**config.mk**
```make
export PLATFORM = sky130hd
export DESIGN_NAME = ca_code_gen_flat
export DESIGN_NICKNAME = d
export VERILOG_FILES = /design/src/rtl/ca_code_gen_if.sv /design/src/rtl/ca_code_gen.sv /design/src/flat_wrapper.sv
export SDC_FILE = /design/constraint.sdc
export NUM_CORES = 1
export LEC_CHECK = 0
export ABC_AREA = 1
export CORE_MARGIN = 2
export CORE_UTILIZATION = 30
export CTS_BUF_LIST = sky130_fd_sc_hd__clkbuf_2
export DETAILED_ROUTE_END_ITERATION = 10
export PLACE_DENSITY = 0.53
export SLEW_MARGIN = 25
export SYNTH_ARGS = -nofsm -noshare
export SYNTH_HDL_FRONTEND = slang
export SYNTH_SLANG_ARGS = --single-unit
```
**constraint.sdc**
```tcl
create_clock -name clk -period 3.2 [get_ports clk]
set_input_delay 0.64 -clock clk [delete_from_list [all_inputs] [get_ports clk]]
set_output_delay 0.64 -clock clk [all_outputs]
set_load 0.01 [all_outputs]
```
**src/rtl/ca_code_gen_if.sv**
```systemverilog
// Chip-rate control and C/A code output bundle between the code generator and
// its source/consumer.
interface ca_code_gen_if;
    logic       chip_en;
    logic [5:0] prn;
    logic       prn_load;
    logic       chip;
    logic       chip_valid;
    logic [9:0] chip_idx;
    logic       epoch;
    logic       running;
    logic       prn_err;

    modport master (
        output chip_en, prn, prn_load,
        input  chip, chip_valid, chip_idx, epoch, running, prn_err
    );

    modport slave (
        input  chip_en, prn, prn_load,
        output chip, chip_valid, chip_idx, epoch, running, prn_err
    );
endinterface

```
**src/rtl/ca_code_gen.sv**
```systemverilog
// GPS L1 C/A Gold code generator: G1/G2 LFSR pair advanced once per chip-rate
// tick, PRN-selected G2 phase taps, code epoch flag and chip index.
module ca_code_gen #(
    parameter int CODE_LEN = 1023,
    parameter int N_PRN    = 32
) (
    input  logic         clk,
    input  logic         rst,
    ca_code_gen_if.slave bus
);
    localparam int IDX_W = 10;

    typedef enum logic {S_IDLE, S_RUN} state_t;

    state_t           r_state;
    state_t           w_state_nxt;
    logic [10:1]      r_g1;
    logic [10:1]      r_g2;
    logic [5:0]       r_prn_q;
    logic [IDX_W-1:0] r_count;
    logic             r_chip_p1;
    logic             r_vld_p1;
    logic [IDX_W-1:0] r_idx_p1;
    logic             r_epoch_p1;
    logic             r_prn_err;
    logic             w_prn_legal;
    logic             w_tick;
    logic             w_last;

    function automatic logic [10:1] g1_step(input logic [10:1] g);
        return {g[9:1], g[3] ^ g[10]};
    endfunction

    function automatic logic [10:1] g2_step(input logic [10:1] g);
        return {g[9:1], g[2] ^ g[3] ^ g[6] ^ g[8] ^ g[9] ^ g[10]};
    endfunction

    // G2 phase-select stage pair {s1, s2} per PRN.
    function automatic logic [7:0] g2_taps(input logic [5:0] p);
        logic [7:0] t;
        case (p)
            6'd1:  t = {4'd2, 4'd6};
            6'd2:  t = {4'd3, 4'd7};
            6'd3:  t = {4'd4, 4'd8};
            6'd4:  t = {4'd5, 4'd9};
            6'd5:  t = {4'd1, 4'd9};
            6'd6:  t = {4'd2, 4'd10};
            6'd7:  t = {4'd1, 4'd8};
            6'd8:  t = {4'd2, 4'd9};
            6'd9:  t = {4'd3, 4'd10};
            6'd10: t = {4'd2, 4'd3};
            6'd11: t = {4'd3, 4'd4};
            6'd12: t = {4'd5, 4'd6};
            6'd13: t = {4'd6, 4'd7};
            6'd14: t = {4'd7, 4'd8};
            6'd15: t = {4'd8, 4'd9};
            6'd16: t = {4'd9, 4'd10};
            6'd17: t = {4'd1, 4'd4};
            6'd18: t = {4'd2, 4'd5};
            6'd19: t = {4'd3, 4'd6};
            6'd20: t = {4'd4, 4'd7};
            6'd21: t = {4'd5, 4'd8};
            6'd22: t = {4'd6, 4'd9};
            6'd23: t = {4'd1, 4'd3};
            6'd24: t = {4'd4, 4'd6};
            6'd25: t = {4'd5, 4'd7};
            6'd26: t = {4'd6, 4'd8};
            6'd27: t = {4'd7, 4'd9};
            6'd28: t = {4'd8, 4'd10};
            6'd29: t = {4'd1, 4'd6};
            6'd30: t = {4'd2, 4'd7};
            6'd31: t = {4'd3, 4'd8};
            6'd32: t = {4'd4, 4'd9};
            default: t = 8'h00;
        endcase
        return t;
    endfunction

    function automatic logic code_bit(input logic [10:1] g1, input logic [10:1] g2,
                                      input logic [7:0] taps);
        logic b;
        b = g1[10];
        for (int i = 1; i <= 10; i++) begin
            if (4'(i) == taps[7:4] || 4'(i) == taps[3:0]) begin
                b = b ^ g2[i];
            end
        end
        return b;
    endfunction

    assign w_prn_legal = (bus.prn != '0) && (bus.prn <= 6'(N_PRN));
    // A load in the same cycle as a tick takes priority and drops the tick.
    assign w_tick      = (r_state == S_RUN) && bus.chip_en && !bus.prn_load;
    assign w_last      = (r_count == IDX_W'(CODE_LEN - 1));

    always_comb begin
        w_state_nxt = r_state;
        if (bus.prn_load) begin
            w_state_nxt = w_prn_legal ? S_RUN : S_IDLE;
        end
    end

    always_ff @(posedge clk) begin
        if (rst) begin
            r_state <= S_IDLE;
        end else begin
            r_state <= w_state_nxt;
        end
    end

    // Stage p0 -> p1: LFSR state and count produce the registered chip outputs.
    always_ff @(posedge clk) begin
        if (rst) begin
            r_g1       <= 10'h3FF;
            r_g2       <= 10'h3FF;
            r_prn_q    <= '0;
            r_count    <= '0;
            r_chip_p1  <= 1'b0;
            r_vld_p1   <= 1'b0;
            r_idx_p1   <= '0;
            r_epoch_p1 <= 1'b0;
            r_prn_err  <= 1'b0;
        end else begin
            r_vld_p1   <= 1'b0;
            r_epoch_p1 <= 1'b0;
            if (bus.prn_load) begin
                r_g1     <= 10'h3FF;
                r_g2     <= 10'h3FF;
                r_count  <= '0;
                r_idx_p1 <= '0;
                if (w_prn_legal) begin
                    r_prn_q   <= bus.prn;
                    r_prn_err <= 1'b0;
                end else begin
                    r_prn_err <= 1'b1;
                end
            end else if (w_tick) begin
                r_chip_p1  <= code_bit(r_g1, r_g2, g2_taps(r_prn_q));
                r_idx_p1   <= r_count;
                r_vld_p1   <= 1'b1;
                r_epoch_p1 <= w_last;
                // Forcing all-ones at the wrap matches the natural period and
                // re-aligns the pair even if a register were ever upset.
                if (w_last) begin
                    r_count <= '0;
                    r_g1    <= 10'h3FF;
                    r_g2    <= 10'h3FF;
                end else begin
                    r_count <= r_count + 1'b1;
                    r_g1    <= g1_step(r_g1);
                    r_g2    <= g2_step(r_g2);
                end
            end
        end
    end

    assign bus.chip       = r_chip_p1;
    assign bus.chip_valid = r_vld_p1;
    assign bus.chip_idx   = r_idx_p1;
    assign bus.epoch      = r_epoch_p1;
    assign bus.running    = (r_state == S_RUN);
    assign bus.prn_err    = r_prn_err;
endmodule

```
**src/flat_wrapper.sv**
```systemverilog
// flat-port wrapper written by rule: the top's interface ports become plain ports
module ca_code_gen_flat 
#(
    parameter int CODE_LEN = 1023,
    parameter int N_PRN    = 32
)
  (clk, rst, bus_chip_en, bus_prn, bus_prn_load, bus_chip, bus_chip_valid, bus_chip_idx, bus_epoch, bus_running, bus_prn_err);
  ca_code_gen_if bus_i ();
  input  logic clk;
  input  logic rst;
  input wire logic [$bits(bus_i.chip_en)-1:0] bus_chip_en;
  input wire logic [$bits(bus_i.prn)-1:0] bus_prn;
  input wire logic [$bits(bus_i.prn_load)-1:0] bus_prn_load;
  output wire logic [$bits(bus_i.chip)-1:0] bus_chip;
  output wire logic [$bits(bus_i.chip_valid)-1:0] bus_chip_valid;
  output wire logic [$bits(bus_i.chip_idx)-1:0] bus_chip_idx;
  output wire logic [$bits(bus_i.epoch)-1:0] bus_epoch;
  output wire logic [$bits(bus_i.running)-1:0] bus_running;
  output wire logic [$bits(bus_i.prn_err)-1:0] bus_prn_err;
  assign bus_i.chip_en = bus_chip_en;
  assign bus_i.prn = bus_prn;
  assign bus_i.prn_load = bus_prn_load;
  assign bus_chip = bus_i.chip;
  assign bus_chip_valid = bus_i.chip_valid;
  assign bus_chip_idx = bus_i.chip_idx;
  assign bus_epoch = bus_i.epoch;
  assign bus_running = bus_i.running;
  assign bus_prn_err = bus_i.prn_err;
  ca_code_gen #(.CODE_LEN(CODE_LEN), .N_PRN(N_PRN)) u_core (.clk(clk), .rst(rst), .bus(bus_i));
endmodule
```
==> results by group, run 1 <==
Logic synthesis
  • Cell variety after synth: 36
  • Synth warn: 0
  • Syn_area_per_cell: 6.72 sq um
  • Primary FF master, synth: dfxtp_1
  • Synthesized Nets: 488
  • Area leader, netlist: dfxtp_1
  • Most frequent cell after synthesis: nand2_1
  • Post-synth EDFFs: 0
  • Top post-synthesis cells by area: dfxtp_1 (37%), nand2_1 (17%), nor2_1 (6.4%), nand3_1 (6.3%), inv_1 (5.9%)
  • #FFs+latches synth: 59
  • Post-synthesis sequential area ratio: 37.4%
  • Synthesized area: about 3200 sq um
  • Mapped Cells: 470
  • Synth top area share: 37.4%
  • Synth top cells by count: nand2_1 (142), dfxtp_1 (59), nor2_1 (54)
  • Async SR Flop Fraction: 0%

Layout
  • Layout cell share with drive strength beyond 1: under 10%
  • # fillers: 1,152
  • Area grow syn2layout: 16.2%
  • Final net count: 517
  • Antenna cell count: 0
  • Final Instance Area: 3670 sq um

CTS
  • Postcts setup bufs: 0
  • Root Buffer: clkbuf_2
  • Sink Count: between 50 and 60
  • Clk buf depth: 2
  • Clk slew on worst S/H paths: 0.17 ns
  • Cts hold-fix bufs: 0
  • CTS tree: yes
  • H-Tree Depth: 3
  • Worst skew pair latency: 0.50 ns
  • CTS resizes: 0
  • TritonCTS buffer count: 9

Floorplanning
  • Die area: about 11,000 sq um
  • Initial Util: 30.7%
  • Die W: 107 um
  • Total I/O pin count: 25
  • Row Count: 37
  • Die Y: 107 um
  • Core area: 10,300 sq um

Setup path
  • Critical path type: input pin to register
  • Startpoint types: input pin
  • Arr. time, crit path: around 2.9 ns
  • CP max FO: 6
  • Required time of the critical path: about 3.6 ns
  • Crit end category: register

Worst hold path
  • Hold WC Path Type: register to register

STA
  • Max Clock Freq: 403 MHz
  • Final worst-path setup slack: 0.720 ns
  • Final Cycle Share: between 70% and 80%
  • Unrepaired setup endpoints after global routing: false
  • Clock skew: 0.0335 ns
  • Final setup viols: 0
  • Final Critical Period: about 2.5 ns
  • Slew margin rel.: 54.0%
  • Max Slew Vio Count: 0
  • TNS Setup: 0 ns
  • Worst slew pin tran: 0.689 ns
  • Hold Fails Final Rpt: 0

Global routing
  • Global-route wire length before repair: 12.4 mm
  • Vias in the first global route: ~2,700
  • Pin count of the biggest net entering global routing: 41
  • Initial antenna violation count: 0
  • Grt total ovfl: 0
  • Total GRT Usage: approximately 14%

Placed design
  • HPWL after DPL: 5.42 mm
  • Routability cong.: 0.879
  • IO Port Bufs: 24
  • Placed Area: 3550 sq um
  • Placement Setup Slack: roughly 0.20 ns

Pwr
  • Pleak: approximately 1.6 nW
  • Power density cells: 437 nW/um^2
  • Max IR drop VDD: 0.174 mV

Detailed routing
  • Via-to-Cell Ratio: 4.58
  • DRT Pass-1 Iters: 4
  • Final ANT Viol Nets: 0
  • Detailed-route via count: 2,932
  • Wire length per cell: 11.3 um
  • Post-Route WL: 7.20 mm
  • DRC violations left: 0
  • DRT iter0 DRCs: about 160

Status
  • Status: completed

Job
  • Max_cap viols: 0
## metrics by stage
step / std cells / utilization (%) / hold WS (ns) / power (mW)
global route: 640 / 35.7 / 0.514 / 1.72
floorplan: 470 / - / 0.444 / 1.05
detailed placement: 624 / 34.5 / 0.459 / 1.14
CTS: 640 / 35.7 / 0.491 / 1.63
global placement: 624 / 34.5 / 0.451 / 1.13
finish: 640 / 35.7 / 0.487 / 1.61
## metal layers
metal | vias up | GRT usage (%) | share of wire, %
met4 | 0 | 6.86 | 1.7
met3 | 11 | 2.61 | 3.5
met1 | 1298 | 17.8 | 50
met5 | - | 0 | 0
li1 | 1566 | - | -
met2 | 57 | 21.6 | 45
## area by class of cell
| class | count | area [sq um] | share of cell area (%) |
|---|---|---|---|
| clock buffer | 9 | 45.0 | 1.23 |
| clock inverter | 7 | 77.6 | 2.11 |
| inverter | 54 | 205 | 5.59 |
| multi-input combinational | 345 | 1710 | 46.5 |
| sequential | 59 | 1180 | 32.2 |
| tap | 136 | 170 | 4.64 |
| timing repair buffer | 30 | 285 | 7.77 |
## placed cells by master (no fill, tap or decap), types with 2 or more instances in the layout
cell,synthesis,routed
nand2_1,142,142
dfxtp_1,59,59
nor2_1,54,54
inv_1,50,50
nand3_1,40,40
clkdlybuf4s50_1,0,24
a21oi_1,19,19
o21ai_0,16,16
o22ai_1,16,16
clkbuf_2,0,9
nor3_1,8,8
ha_1,8,8
nand3_2,6,6
buf_4,1,6
nand2_2,5,5
xnor2_1,4,4
xor2_1,4,4
nor2_4,3,3
nand4_1,3,3
o21ai_1,3,3
clkinv_4,0,3
nor2_2,2,2
inv_2,2,2
nand3b_1,2,2
o211ai_1,2,2
## cell families (layout without fill, tap and decap cells)
family	after synthesis	after routing	synth area share [%]
xor gates and xnor gates	8	8	2.22
adders and majority gates	8	8	3.17
buffers and inverters	66	100	8.60
and+or+nand+nor	270	270	38.2
DFF	59	59	37.4
AOI/OAI and AO/OA	59	59	10.5
## worst max-delay path, stage by stage
cell,delay [ns]
clkdlybuf4s50_1,0.45
nor2_2,0.17
nand3_2,0.11
nand2_4,0.11
inv_1,0.07
nor2_4,0.14
nand2_1,0.12
nand3_1,0.21
inv_1,0.14
ha_1,0.24
nand2_1,0.11
nand3_1,0.09
nand3_1,0.09
nand2_1,0.06
nand2_1,0.05
nand2_1,0.05
## worst paths after layout
path / from / end / slack [ns] / cells past startpoint
max: bus_prn[2] / register / 0.72 / 16
min: u_core.bus.chip_idx[0] / u_core.bus.chip_idx[0] / 0.49 / 2
max reg2reg: u_core.r_count[4] / u_core.r_g2[1] / 1.44 / 6
min reg2reg: u_core.bus.chip_idx[0] / u_core.bus.chip_idx[0] / 0.49 / 2
## where the power goes
| group | switching, mW | total (mW) | internal (mW) |
|---|---|---|---|
| registers | 0.0213 | 0.784 | 0.763 |
| logic | 0.216 | 0.337 | 0.121 |
| clock network | 0.299 | 0.485 | 0.185 |
(Power assumes the default switching activity.)
==> run 2, diff against run 1 <==
clock period = 2.4 ns   (was 3.2 ns; I/O delays follow)
==> results by group, run 2 (synthesis gave the netlist of run 1 again) <==
STA
  • Hold Fails Final Rpt: 0 (unchanged)
  • Max Clock Freq: 458 MHz
  • Fin Hold WS: 0.479 ns (was 0.487 ns)
  • Slew margin rel.: 52.6% (was 54.0%)
  • Worst slew pin tran: 0.711 ns (was 0.689 ns)
  • Final setup viols: 0 (unchanged)
  • Max Slew Vio Count: 0 (unchanged)
  • Unrepaired setup endpoints after global routing: false (unchanged)
  • Final Cycle Share: between 90% and 100%
  • Final Critical Period: 2.18 ns
  • Clock skew: 0.0203 ns (was 0.0335 ns)

Layout
  • # fillers: 1,140 (was 1,152)
  • Area grow syn2layout: 24.6% (was 16.2%)
  • Most frequent cells in the layout: nand2_1 (142), dfxtp_1 (59), nor2_1 (54) (unchanged)
  • Multi-input combinational cell area: 1710 sq um (unchanged)
  • Reg area: 1180 sq um (unchanged)
  • Final net count: 552 (was 517)
  • Non-Filler Instances: 674 (was 640)
  • Layout cell share with drive strength beyond 1: 14.9% (was 9.33%)
  • Most common cell after layout, fill and taps aside: nand2_1 (unchanged)
  • Antenna cell count: 0 (unchanged)

CTS
  • Cts hold-fix bufs: 0 (unchanged)
  • Clk buf depth: 2 (unchanged)
  • Postcts setup bufs: 0 (unchanged)
  • TritonCTS buffer count: 9 (unchanged)
  • Clk slew on worst S/H paths: 0.16 ns (was 0.17 ns)
  • CTS tree: yes (unchanged)
  • Worst skew pair latency: 0.46 ns (was 0.50 ns)
  • CTS resizes: 0 (unchanged)
  • Sink Count: 59 (unchanged)
  • Root Buffer: clkbuf_2 (unchanged)
  • H-Tree Depth: 3 (unchanged)

Worst hold path
  • Hold WC Path Type: register to register (unchanged)

Pwr
  • Pleak: 1.81 nW (was 1.64 nW)
  • Power density cells: 567 nW/um^2 (was 437 nW/um^2)
  • Max IR drop VDD: 0.250 mV (was 0.174 mV)

Detailed routing
  • DRT Pass-1 Iters: 4 (unchanged)
  • Via-to-Cell Ratio: 4.55 (was 4.58)
  • Post-Route WL: 7.54 mm (was 7.20 mm)
  • Detailed-route via count: 3,066 (was 2,932)
  • Final ANT Viol Nets: 0 (unchanged)
  • DRT iter0 DRCs: 242 (was 156)
  • DRC violations left: 0 (unchanged)
  • Wire length per cell: 11.2 um (was 11.3 um)

Setup path
  • Crit-path max cell delay: 0.43 ns (was 0.45 ns)
  • Slowest-stage cell, CP: clkdlybuf4s50_1 (unchanged)
  • Arr. time, crit path: 2.57 ns (was 2.86 ns)
  • Crit path cell chain: clkdlybuf4s50_1 -> nor2_2 -> nand3_2 -> nand2_4 -> nand3_4 -> nand2_1 -> nand3_1 -> inv_1 -> ha_1 -> inv_1 -> nor2_1 -> nor2_1 -> nand2_1 -> nand2_1 -> a21oi_1 (was clkdlybuf4s50_1 -> nor2_2 -> nand3_2 -> nand2_4 -> inv_1 -> nor2_4 -> nand2_1 -> nand3_1 -> inv_1 -> ha_1 -> nand2_1 -> nand3_1 -> nand3_1 -> nand2_1 -> nand2_1 -> nand2_1)
  • Startpoint types: input pin (unchanged)
  • Buf/Inv on CP: 3 (unchanged)
  • Crit end category: register (unchanged)
  • Critical path type: input pin to register (unchanged)
  • Cell mode on critical path: nand2_1 (unchanged)
  • Critical path's top delay family: simple AND/OR/NAND/NOR gates (unchanged)
  • CP max FO: 6 (unchanged)
  • Required time of the critical path: 2.79 ns (was 3.58 ns)

Global routing
  • Vias in the first global route: 2,873 (was 2,716)
  • Total GRT Usage: 14.3% (was 13.7%)
  • Grt total ovfl: 0 (unchanged)
  • Global-route wire length before repair: 13.0 mm (was 12.4 mm)
  • Initial antenna violation count: 0 (unchanged)
  • Pin count of the biggest net entering global routing: 27 (was 41)

Floorplanning
  • Total I/O pin count: 25 (unchanged)
  • Die W: 107 um (unchanged)
  • Row Count: 37 (unchanged)
  • Die Y: 107 um (unchanged)
  • Initial Util: 30.7% (unchanged)
  • Core area: 10,300 sq um (unchanged)
  • Die area: 11,400 sq um (unchanged)

Status
  • Status: completed (unchanged)

Placed design
  • HPWL after DPL: 5.80 mm (was 5.42 mm)
  • Routability cong.: 0.878 (was 0.879)
  • IO Port Bufs: 24 (unchanged)
  • Placed Cells: 659 (was 624)

Job
  • Max_cap viols: 0 (unchanged)
[run 2: changes by cell type in the layout (fill, tap and decap cells not counted), sizes merged]
cell	delta
bufinv	+1
inv	-1
buf	+35
clkinv	-1
[run 2: report_power, final]
group,switching [mW],total (mW),internal (mW)
Sequential,0.0293,1.05,1.02
Combinational,0.299,0.497,0.198
Clock,0.357,0.690,0.333
[run 2: area by class of cell]
cell class              count  area share [%]
well taps                 136            4.32
clock buffers               9            1.14
multi-input cells         345            43.3
flip-flops and latches     59            30.0
inverters                  54            5.21
repair buffers             65            13.9
clock inverters             6            2.07
[run 2: final timing paths]
path / from / end / slack (ns) / cells after the start
worst max-delay path: bus_prn[2] / register / 0.22 / 15
worst min-delay path: u_core.r_g1[4] / u_core.r_g1[5] / 0.48 / 2
worst max register to register: u_core.bus.running / u_core.r_count[9] / 0.63 / 11
worst min register to register: u_core.r_g1[4] / u_core.r_g1[5] / 0.48 / 2
[run 2: worst min-delay path: stages (launching register included)]
cell and delay, ns:
dfxtp_1 0.34, nand2_1 0.06, nand3_1 0.06
[run 2: stage by stage]
stage	TNS [ns]	utilization (%)	worst slack (ns)	total power [mW]	area (sq um)
after detailed placement	-1.85	37.1	-0.275	1.57	3810
after global placement	-1.50	37.1	-0.231	1.56	3810
after floorplan	0	-	0.301	1.41	3160
after global routing	0	38.3	0.0592	2.39	3940
after CTS	0	38.3	0.247	2.27	3940
final	0	38.3	0.216	2.23	3940
[run 2: per-layer routing]
layer / GRT usage [%] / up-vias / routed length [um]
li1: - / 1631 / -
met1: 18.8 / 1371 / 3740
met2: 22.8 / 60 / 3530
met3: 3.65 / 4 / 244
met4: 4.64 / 0 / 27
met5: 0 / - / 0
